[config.mk]
export PLATFORM = sky130hd
export DESIGN_NAME = tlb_ptw
export DESIGN_NICKNAME = d
export VERILOG_FILES = /design/src/rtl/tlb_ptw.sv
export SDC_FILE = /design/constraint.sdc
export NUM_CORES = 1
export LEC_CHECK = 0
export ABC_AREA = 1
export BUFFER_PORTS_ARGS = -buffer_cell sky130_fd_sc_hd__buf_2
export CORE_UTILIZATION = 28
export CTS_CLUSTER_SIZE = 16
export DETAILED_ROUTE_END_ITERATION = 16
export PLACE_DENSITY = 0.55
export SYNTH_ARGS = -nofsm -noshare
export SYNTH_HDL_FRONTEND = slang
export SYNTH_SLANG_ARGS = --single-unit
[constraint.sdc]
create_clock -name clk -period 2.12 [get_ports clk]
set_clock_uncertainty 0.05 [all_clocks]
set_input_delay 0.212 -clock clk [delete_from_list [all_inputs] [get_ports clk]]
set_output_delay 0.212 -clock clk [all_outputs]
set_load 0.05 [all_outputs]
[src/rtl/tlb_ptw.sv]
// tlb_ptw: two-level Sv32-style page table walker with a single-outstanding PTE read port.
// Optional build macro PTW_AD_CHECK_EN: report leaf PTEs with the accessed bit clear as faults.
//
// state   | meaning
// IDLE    | ready for a walk request
// L1_REQ  | issuing the level-1 PTE read
// L1_WAIT | waiting for the level-1 PTE
// L0_REQ  | issuing the level-0 PTE read
// L0_WAIT | waiting for the level-0 PTE
// RESP    | holding the walk result until the TLB takes it
module tlb_ptw #(
  parameter int unsigned TIMEOUT = 255
) (
  input  logic        clk,
  input  logic        rst,
  input  logic [19:0] satp_ppn_i,
  input  logic        ptw_req_valid_i,
  output logic        ptw_req_ready_o,
  input  logic [19:0] ptw_req_vpn_i,
  output logic        ptw_resp_valid_o,
  input  logic        ptw_resp_ready_i,
  output logic [19:0] ptw_resp_ppn_o,
  output logic [7:0]  ptw_resp_perm_o,
  output logic        ptw_resp_super_o,
  output logic        ptw_resp_fault_o,
  output logic        mem_req_valid_o,
  input  logic        mem_req_ready_i,
  output logic [31:0] mem_req_addr_o,
  input  logic        mem_resp_valid_i,
  input  logic [31:0] mem_resp_data_i
);

  localparam int CW = (TIMEOUT > 1) ? $clog2(TIMEOUT) : 1;

  typedef enum logic [2:0] {IDLE, L1_REQ, L1_WAIT, L0_REQ, L0_WAIT, RESP} state_t;

  state_t        state;
  logic [9:0]    vpn0;
  logic [CW-1:0] cnt;

  logic [7:0]    flags;
  logic          pte_bad, pte_leaf, ad_bad, timed_out;
  logic          done, descend, r_fault, r_super;
  logic [19:0]   r_ppn;
  logic [7:0]    r_perm;
  logic          unused_bits;

  assign unused_bits = ^{mem_resp_data_i[31:30], mem_resp_data_i[9:8]};

  assign flags     = mem_resp_data_i[7:0];
  assign pte_bad   = ~flags[0] | (~flags[1] & flags[2]);
  assign pte_leaf  = flags[1] | flags[3];
  assign timed_out = (TIMEOUT != 0) && (32'(cnt) == TIMEOUT - 1);

`ifdef PTW_AD_CHECK_EN
  assign ad_bad = ~flags[6];
`else
  assign ad_bad = 1'b0;
`endif

  // Classify the returned PTE; a response in the timeout cycle takes priority.
  always_comb begin
    done    = 1'b0;
    descend = 1'b0;
    r_fault = 1'b0;
    r_super = 1'b0;
    r_ppn   = '0;
    r_perm  = flags;
    if (state == L1_WAIT || state == L0_WAIT) begin
      if (mem_resp_valid_i) begin
        done = 1'b1;
        if (pte_bad) begin
          r_fault = 1'b1;
        end else if (!pte_leaf) begin
          if (state == L1_WAIT) begin
            done    = 1'b0;
            descend = 1'b1;
          end else begin
            r_fault = 1'b1;
          end
        end else if (ad_bad || (state == L1_WAIT && mem_resp_data_i[19:10] != 10'd0)) begin
          r_fault = 1'b1;
        end else if (state == L1_WAIT) begin
          r_ppn   = {mem_resp_data_i[29:20], vpn0};
          r_super = 1'b1;
        end else begin
          r_ppn = mem_resp_data_i[29:10];
        end
      end else if (timed_out) begin
        done    = 1'b1;
        r_fault = 1'b1;
        r_perm  = '0;
      end
    end
  end

  always_ff @(posedge clk) begin
    if (rst) begin
      state            <= IDLE;
      vpn0             <= '0;
      cnt              <= '0;
      ptw_req_ready_o  <= 1'b1;
      ptw_resp_valid_o <= 1'b0;
      ptw_resp_ppn_o   <= '0;
      ptw_resp_perm_o  <= '0;
      ptw_resp_super_o <= 1'b0;
      ptw_resp_fault_o <= 1'b0;
      mem_req_valid_o  <= 1'b0;
      mem_req_addr_o   <= '0;
    end else begin
      case (state)
        IDLE: begin
          if (ptw_req_valid_i && ptw_req_ready_o) begin
            vpn0            <= ptw_req_vpn_i[9:0];
            ptw_req_ready_o <= 1'b0;
            mem_req_valid_o <= 1'b1;
            mem_req_addr_o  <= {satp_ppn_i, ptw_req_vpn_i[19:10], 2'b00};
            state           <= L1_REQ;
          end
        end
        L1_REQ, L0_REQ: begin
          if (mem_req_ready_i) begin
            mem_req_valid_o <= 1'b0;
            cnt             <= '0;
            state           <= (state == L1_REQ) ? L1_WAIT : L0_WAIT;
          end
        end
        L1_WAIT, L0_WAIT: begin
          if (descend) begin
            mem_req_valid_o <= 1'b1;
            mem_req_addr_o  <= {mem_resp_data_i[29:10], vpn0, 2'b00};
            state           <= L0_REQ;
          end else if (done) begin
            ptw_resp_valid_o <= 1'b1;
            ptw_resp_fault_o <= r_fault;
            ptw_resp_ppn_o   <= r_ppn;
            ptw_resp_perm_o  <= r_perm;
            ptw_resp_super_o <= r_super;
            state            <= RESP;
          end else begin
            cnt <= cnt + 1'b1;
          end
        end
        RESP: begin
          if (ptw_resp_ready_i) begin
            ptw_resp_valid_o <= 1'b0;
            ptw_resp_fault_o <= 1'b0;
            ptw_req_ready_o  <= 1'b1;
            state            <= IDLE;
          end
        end
        default: state <= IDLE;
      endcase
    end
  end

endmodule

### Yosys cells after proc, flatten, opt, wreduce, memory -nomap -nowiden

Index checks and enable logic that the tools add are counted.

* register bits: 86
* bits in latches: 0
* RAM bits: 0
* memory bits (read-only): 0
* logic and storage cells: 110
* memories kept: 0

* add/sub/neg operators: 1
* multiply operators: 0
* div/mod/pow operators: 0
* $lt $le $gt $ge: 0
* eq/ne operators: 14
* shift-type cells: 0
* multiplexer cells: 58
* bitwise operators: 6
* reductions and logical operators: 20

Operators by type and width (number)
* $mux 20: 5
* $mux 32: 2
* $pmux 32 s2: 1
* $mux 8: 6
* $mux 1: 31
* $mux 3: 6
* $pmux 8 s2: 1
* $reduce_and 4->1: 4
* $ne 2x2->1 const B: 7
* $pmux 3 s4: 1
* $mux 10: 1
* $reduce_bool 10->1: 1
* $reduce_and 3->1: 3
* $add 8x1->8 const B: 1
* $eq 8x8->1 const B: 1
* $reduce_bool 2->1: 4
* $eq 3x2->1 const B: 2
* $eq 3x3->1 const B: 2
* $pmux 1 s2: 3
* $reduce_or 2->1: 2
* $eq 3x1->1 const B: 1
* $logic_not 3->1: 1
* $ne 3x3->1 const B: 1
* $not 1->1: 3
* other kinds (7): 9

### Longest topological paths before layout

* depth after elaboration: 10
* depth in mapped cells: 11
* depth with buffers taken out: 11

### Worst setup path before layout

OpenSTA, ideal clock, no wires.

* path type: flip-flop to flip-flop
* start point: register ptw_req_ready_o
* end point: register mem_req_addr_o[10]
* setup time: 70 ps
* data arrival time: 1429 ps
* data required time: 2000 ps
* slack: 571 ps
* stages on the path, launching flop included: 6
* period minus slack after synthesis: 1549 ps
* cells stage by stage: dfxtp_1 nand2_1 nand3_1 clkbuf_1 nand4_1 a21oi_1

* longest elaborated chain between the ends: 3

Ends and longest elaborated chain
* start, declared: line 18 `output logic ptw_req_ready_o,`
* start signal, assigned: line 102 `ptw_req_ready_o <= 1'b1;`
* start signal, assigned: line 115 `ptw_req_ready_o <= 1'b0;`
* start signal, assigned: line 148 `ptw_req_ready_o <= 1'b1;`
* $logic_and 1x1->1: line 113 `if (ptw_req_valid_i && ptw_req_ready_o) begin`
* $ne 2x2->1 (no source line)
* $reduce_and 3->1 (no source line)
* end signal, assigned: line 117 `mem_req_addr_o <= {satp_ppn_i, ptw_req_vpn_i[19:10], 2'b00};`
* end signal, assigned: line 131 `mem_req_addr_o <= {mem_resp_data_i[29:10], vpn0, 2'b00};`
* end, declared: line 28 `output logic [31:0] mem_req_addr_o,`

No other way between the ends.
A chain may end at the register's enable or synchronous reset.

### Worst setup path in the final report

* start point: register state[1]
* end point: register mem_req_addr_o[6]

* longest elaborated chain between the ends: 8

Ends and longest elaborated chain
* start, declared: line 37 `state_t state;`
* start signal, assigned: line 125 `state <= (state == L1_REQ) ? L1_WAIT : L0_WAIT;`
* $eq 3x2->1: line 69, 75, 111
* $mux 1: line 75 `if (state == L1_WAIT) begin`
* $mux 1: line 74 `end else if (!pte_leaf) begin`
* $mux 1: line 72 `if (pte_bad) begin`
* $mux 1: line 70 `if (mem_resp_valid_i) begin`
* $mux 1: line 69 `if (state == L1_WAIT || state == L0_WAIT) begin`
* $ne 2x2->1 (no source line)
* $reduce_and 3->1 (no source line)

Several ways; a longest one is shown, not always the timed one.

==> summary.md <==
| Metric | Value |
|---|---|
| Status | completed |
| N_diodes | 0 |
| Num rows | 43 |
| TritonRoute pass-1 iters | 4 |
| Via count | around 4200 |
| Worst hold path class | in -> reg |
| Routed WL | approximately 13 mm |
| Initial DRC count | 219 |
| Vias in the first global route | around 3800 |
| Peak supply drop | between 400 and 500 uV |
| Largest net degree at the start of global routing | between 40 and 50 |
| # resized after CTS | 0 |
| Unique cell type count in the Yosys netlist | 28 |
| Area Overhead vs Synth | 29.2% |
| Most frequent cells in the layout | nand2_1 (210), buf_2 (136), dfxtp_1 (84), a21oi_1 (83) |
| Top achievable clock speed | 518 MHz |
| CTS sink cnt | 84 |
| Clk buf depth | 2 |
| Layout cells sized above 1 | 25.4% |
| Final min period | about 1.9 ns |
| Die Wd | about 120 um |
| H-tree level count | 3 |
| First-pass GRT wire length | between 15 and 20 mm |
| Critical path arrival | 2.09 ns |
| Antenna viol nets, final | 0 |
| Wire length per cell | approximately 14 um |
| Via-to-Cell Ratio | roughly 4.7 |
| Die area | between 10000 and 15000 sq um |
| CP required | 2.28 ns |
| P_leak | approximately 2.4 nW |
| Yosys top cell area share | between 40% and 50% |
| Setup_tns | 0 ns |
| Routability cong. | about 0.80 |
| Pre-CTS WS | a little under 0.2 ns |
| Total grt overflow | 0 |
| Initial antenna violation count | 0 |
| Gate Count Post-Synth | 583 |
| Setup Buffers After CTS | 0 |
| Post-Layout Cell Count | 893 |
| Worst-path clk slew | ~0.06 ns |
| Commonest non-fill, non-tap cell in the layout | nand2_1 |
| Total CTS buffers | 9 |
| Power density over the cells | 1470 nW/um^2 |
| Startpoint types | register |
| Critical Path Fanout Max | 19 |
| Post-CTS Hold Buffers | 0 |
| Max-cap violation count | 0 |
| Clock root cell | clkbuf_16 |
| Final-stage net count | approximately 790 |
| Starting Density | between 20 and 30% |
| # fillers | roughly 1500 |
| Yosys reg bits | 84 |
| Post-placement cell count | 877 |
| Setup ws final | between 0.15 and 0.2 ns |
| Seq/Total Area, Yosys | between 40% and 50% |
| Yosys Warn Count | 0 |
| Cell Area, Synth | around 4000 sq um |
| Final HPWL DP | ~9.4 mm |
| Core Region | approximately 14000 sq um |
| Die height | between 100 and 150 um |
| IO Count | 143 |
| Crit share post-route | a little over 90% |
| Max-slew violation count | 0 |
| Synth top area cells | dfxtp_1 (42%), nand2_1 (20%), a21oi_1 (10%), nand4_1 (5.1%), o21ai_0 (4.1%) |
| Port bufs | between 100 and 150 |
| GRT Total Usage | about 17% |
| Clk_lat worst skew | roughly 0.34 ns |
| Synthesized area per cell | roughly 6.9 sq um |
| # setup viols final | 0 |
| Largest area contributor in the netlist | dfxtp_1 |
| TritonCTS clock tree | done |
| RSZ-0062 raised after global routing | no |
| Residual DRC | 0 |
| Kind of critical path | reg -> reg |
| Final Hold Viols | 0 |
| Final core occ | a little under two fifths |
| Critical Path Sink Type | register |
[per-layer routing]
layer	part of all wire, %	track usage [%]	wire length (um)	vias to the layer above
met5	0	0	0	-
met3	6.7	3.18	856	14
li1	-	-	-	2171
met2	43	25.4	5490	139
met1	49	24.5	6280	1890
met4	1.7	7.33	220	0
[cell type report]
type	count	area (sq um)	area share (%)
Multi-Input combinational cell	432	2020	38.8
Sequential cell	84	1680	32.3
Timing Repair Buffer	150	811	15.6
Clock buffer	10	239	4.60
Tap cell	180	225	4.33
Inverter	31	116	2.24
Clock inverter	6	111	2.14
[cells in the mapped netlist]
cell type and n:
nand2_8 1, nand4_1 33, nor2_1 25, nand2_1 210, nand2_4 2, buf_2 1, a31oi_1 1, xnor2_1 1
nor2_4 2, nand2_2 2, buf_6 4, conb_1 1, clkinv_1 1, a21oi_1 84, buf_4 13, nand3_1 23
xor2_1 3, inv_1 28, nor2_2 1, nand3_2 3, nand3_4 1, ha_1 2, inv_2 2, o21ai_1 2
dfxtp_1 84, o21bai_1 1, o21ai_0 33, clkbuf_1 19
[final timing paths]
check	cells past startpoint	slack (ns)	to	from
setup reg to reg	8	0.19	mem_req_addr_o[6]	state[1]
hold / removal	3	0.08	ptw_resp_ppn_o[15]	mem_resp_data_i[25]
setup / recovery	8	0.19	mem_req_addr_o[6]	state[1]
hold reg to reg	2	0.41	mem_req_addr_o[11]	mem_req_addr_o[11]
[stage by stage]
step / cell area (sq um) / hold WS [ns] / total power, W
4_1_cts: 5200 / 0.0667 / 0.00771
5_1_grt: 5200 / 0.0837 / 0.00810
6_report: 5200 / 0.0793 / 0.00763
3_3_place_gp: 4850 / 0.400 / 0.00582
2_1_floorplan: 4030 / 0.305 / 0.00495
3_5_place_dp: 4850 / 0.404 / 0.00584
[where the power goes]
part / switching (W) / internal (W) / total [W] / leakage, nW
sequential: 0.000215 / 0.00196 / 0.00217 / 0.685
clock: 0.000667 / 0.00118 / 0.00185 / 0.169
combinational: 0.00265 / 0.000963 / 0.00361 / 1.50
[logic make-up (layout without fill, tap and decap cells)]
| kind of cell | Yosys count | in the layout | synth area share, % |
|---|---|---|---|
| simple gates | 303 | 303 | 33.2 |
| other cells | 1 | 2 | 0.0932 |
| flops | 84 | 84 | 41.8 |
| fa+ha+maj | 2 | 2 | 0.622 |
| compound gates | 121 | 121 | 15.1 |
| buf+inv | 68 | 197 | 8.33 |
| xor+xnor | 4 | 4 | 0.871 |
[registers in the layout, summed over array words and instances (netlist names)]
signal and count:
ptw_req_ready_o 1, ptw_resp_ppn_o 20, cnt 8, ptw_resp_perm_o 8, vpn0 10, mem_req_valid_o 1, state 3, mem_req_addr_o 30
ptw_resp_super_o 1, ptw_resp_fault_o 1, ptw_resp_valid_o 1
[critical path: stages (launching register included)]
cell and delay [ns]:
dfxtp_1 0.49, nand3_2 0.18, nor2_2 0.12, nand2_2 0.13, nand2_8 0.13, nand3_2 0.29, buf_12 0.28, nand2_1 0.06
a21oi_1 0.06
Power figures use the tool's default switching activity.
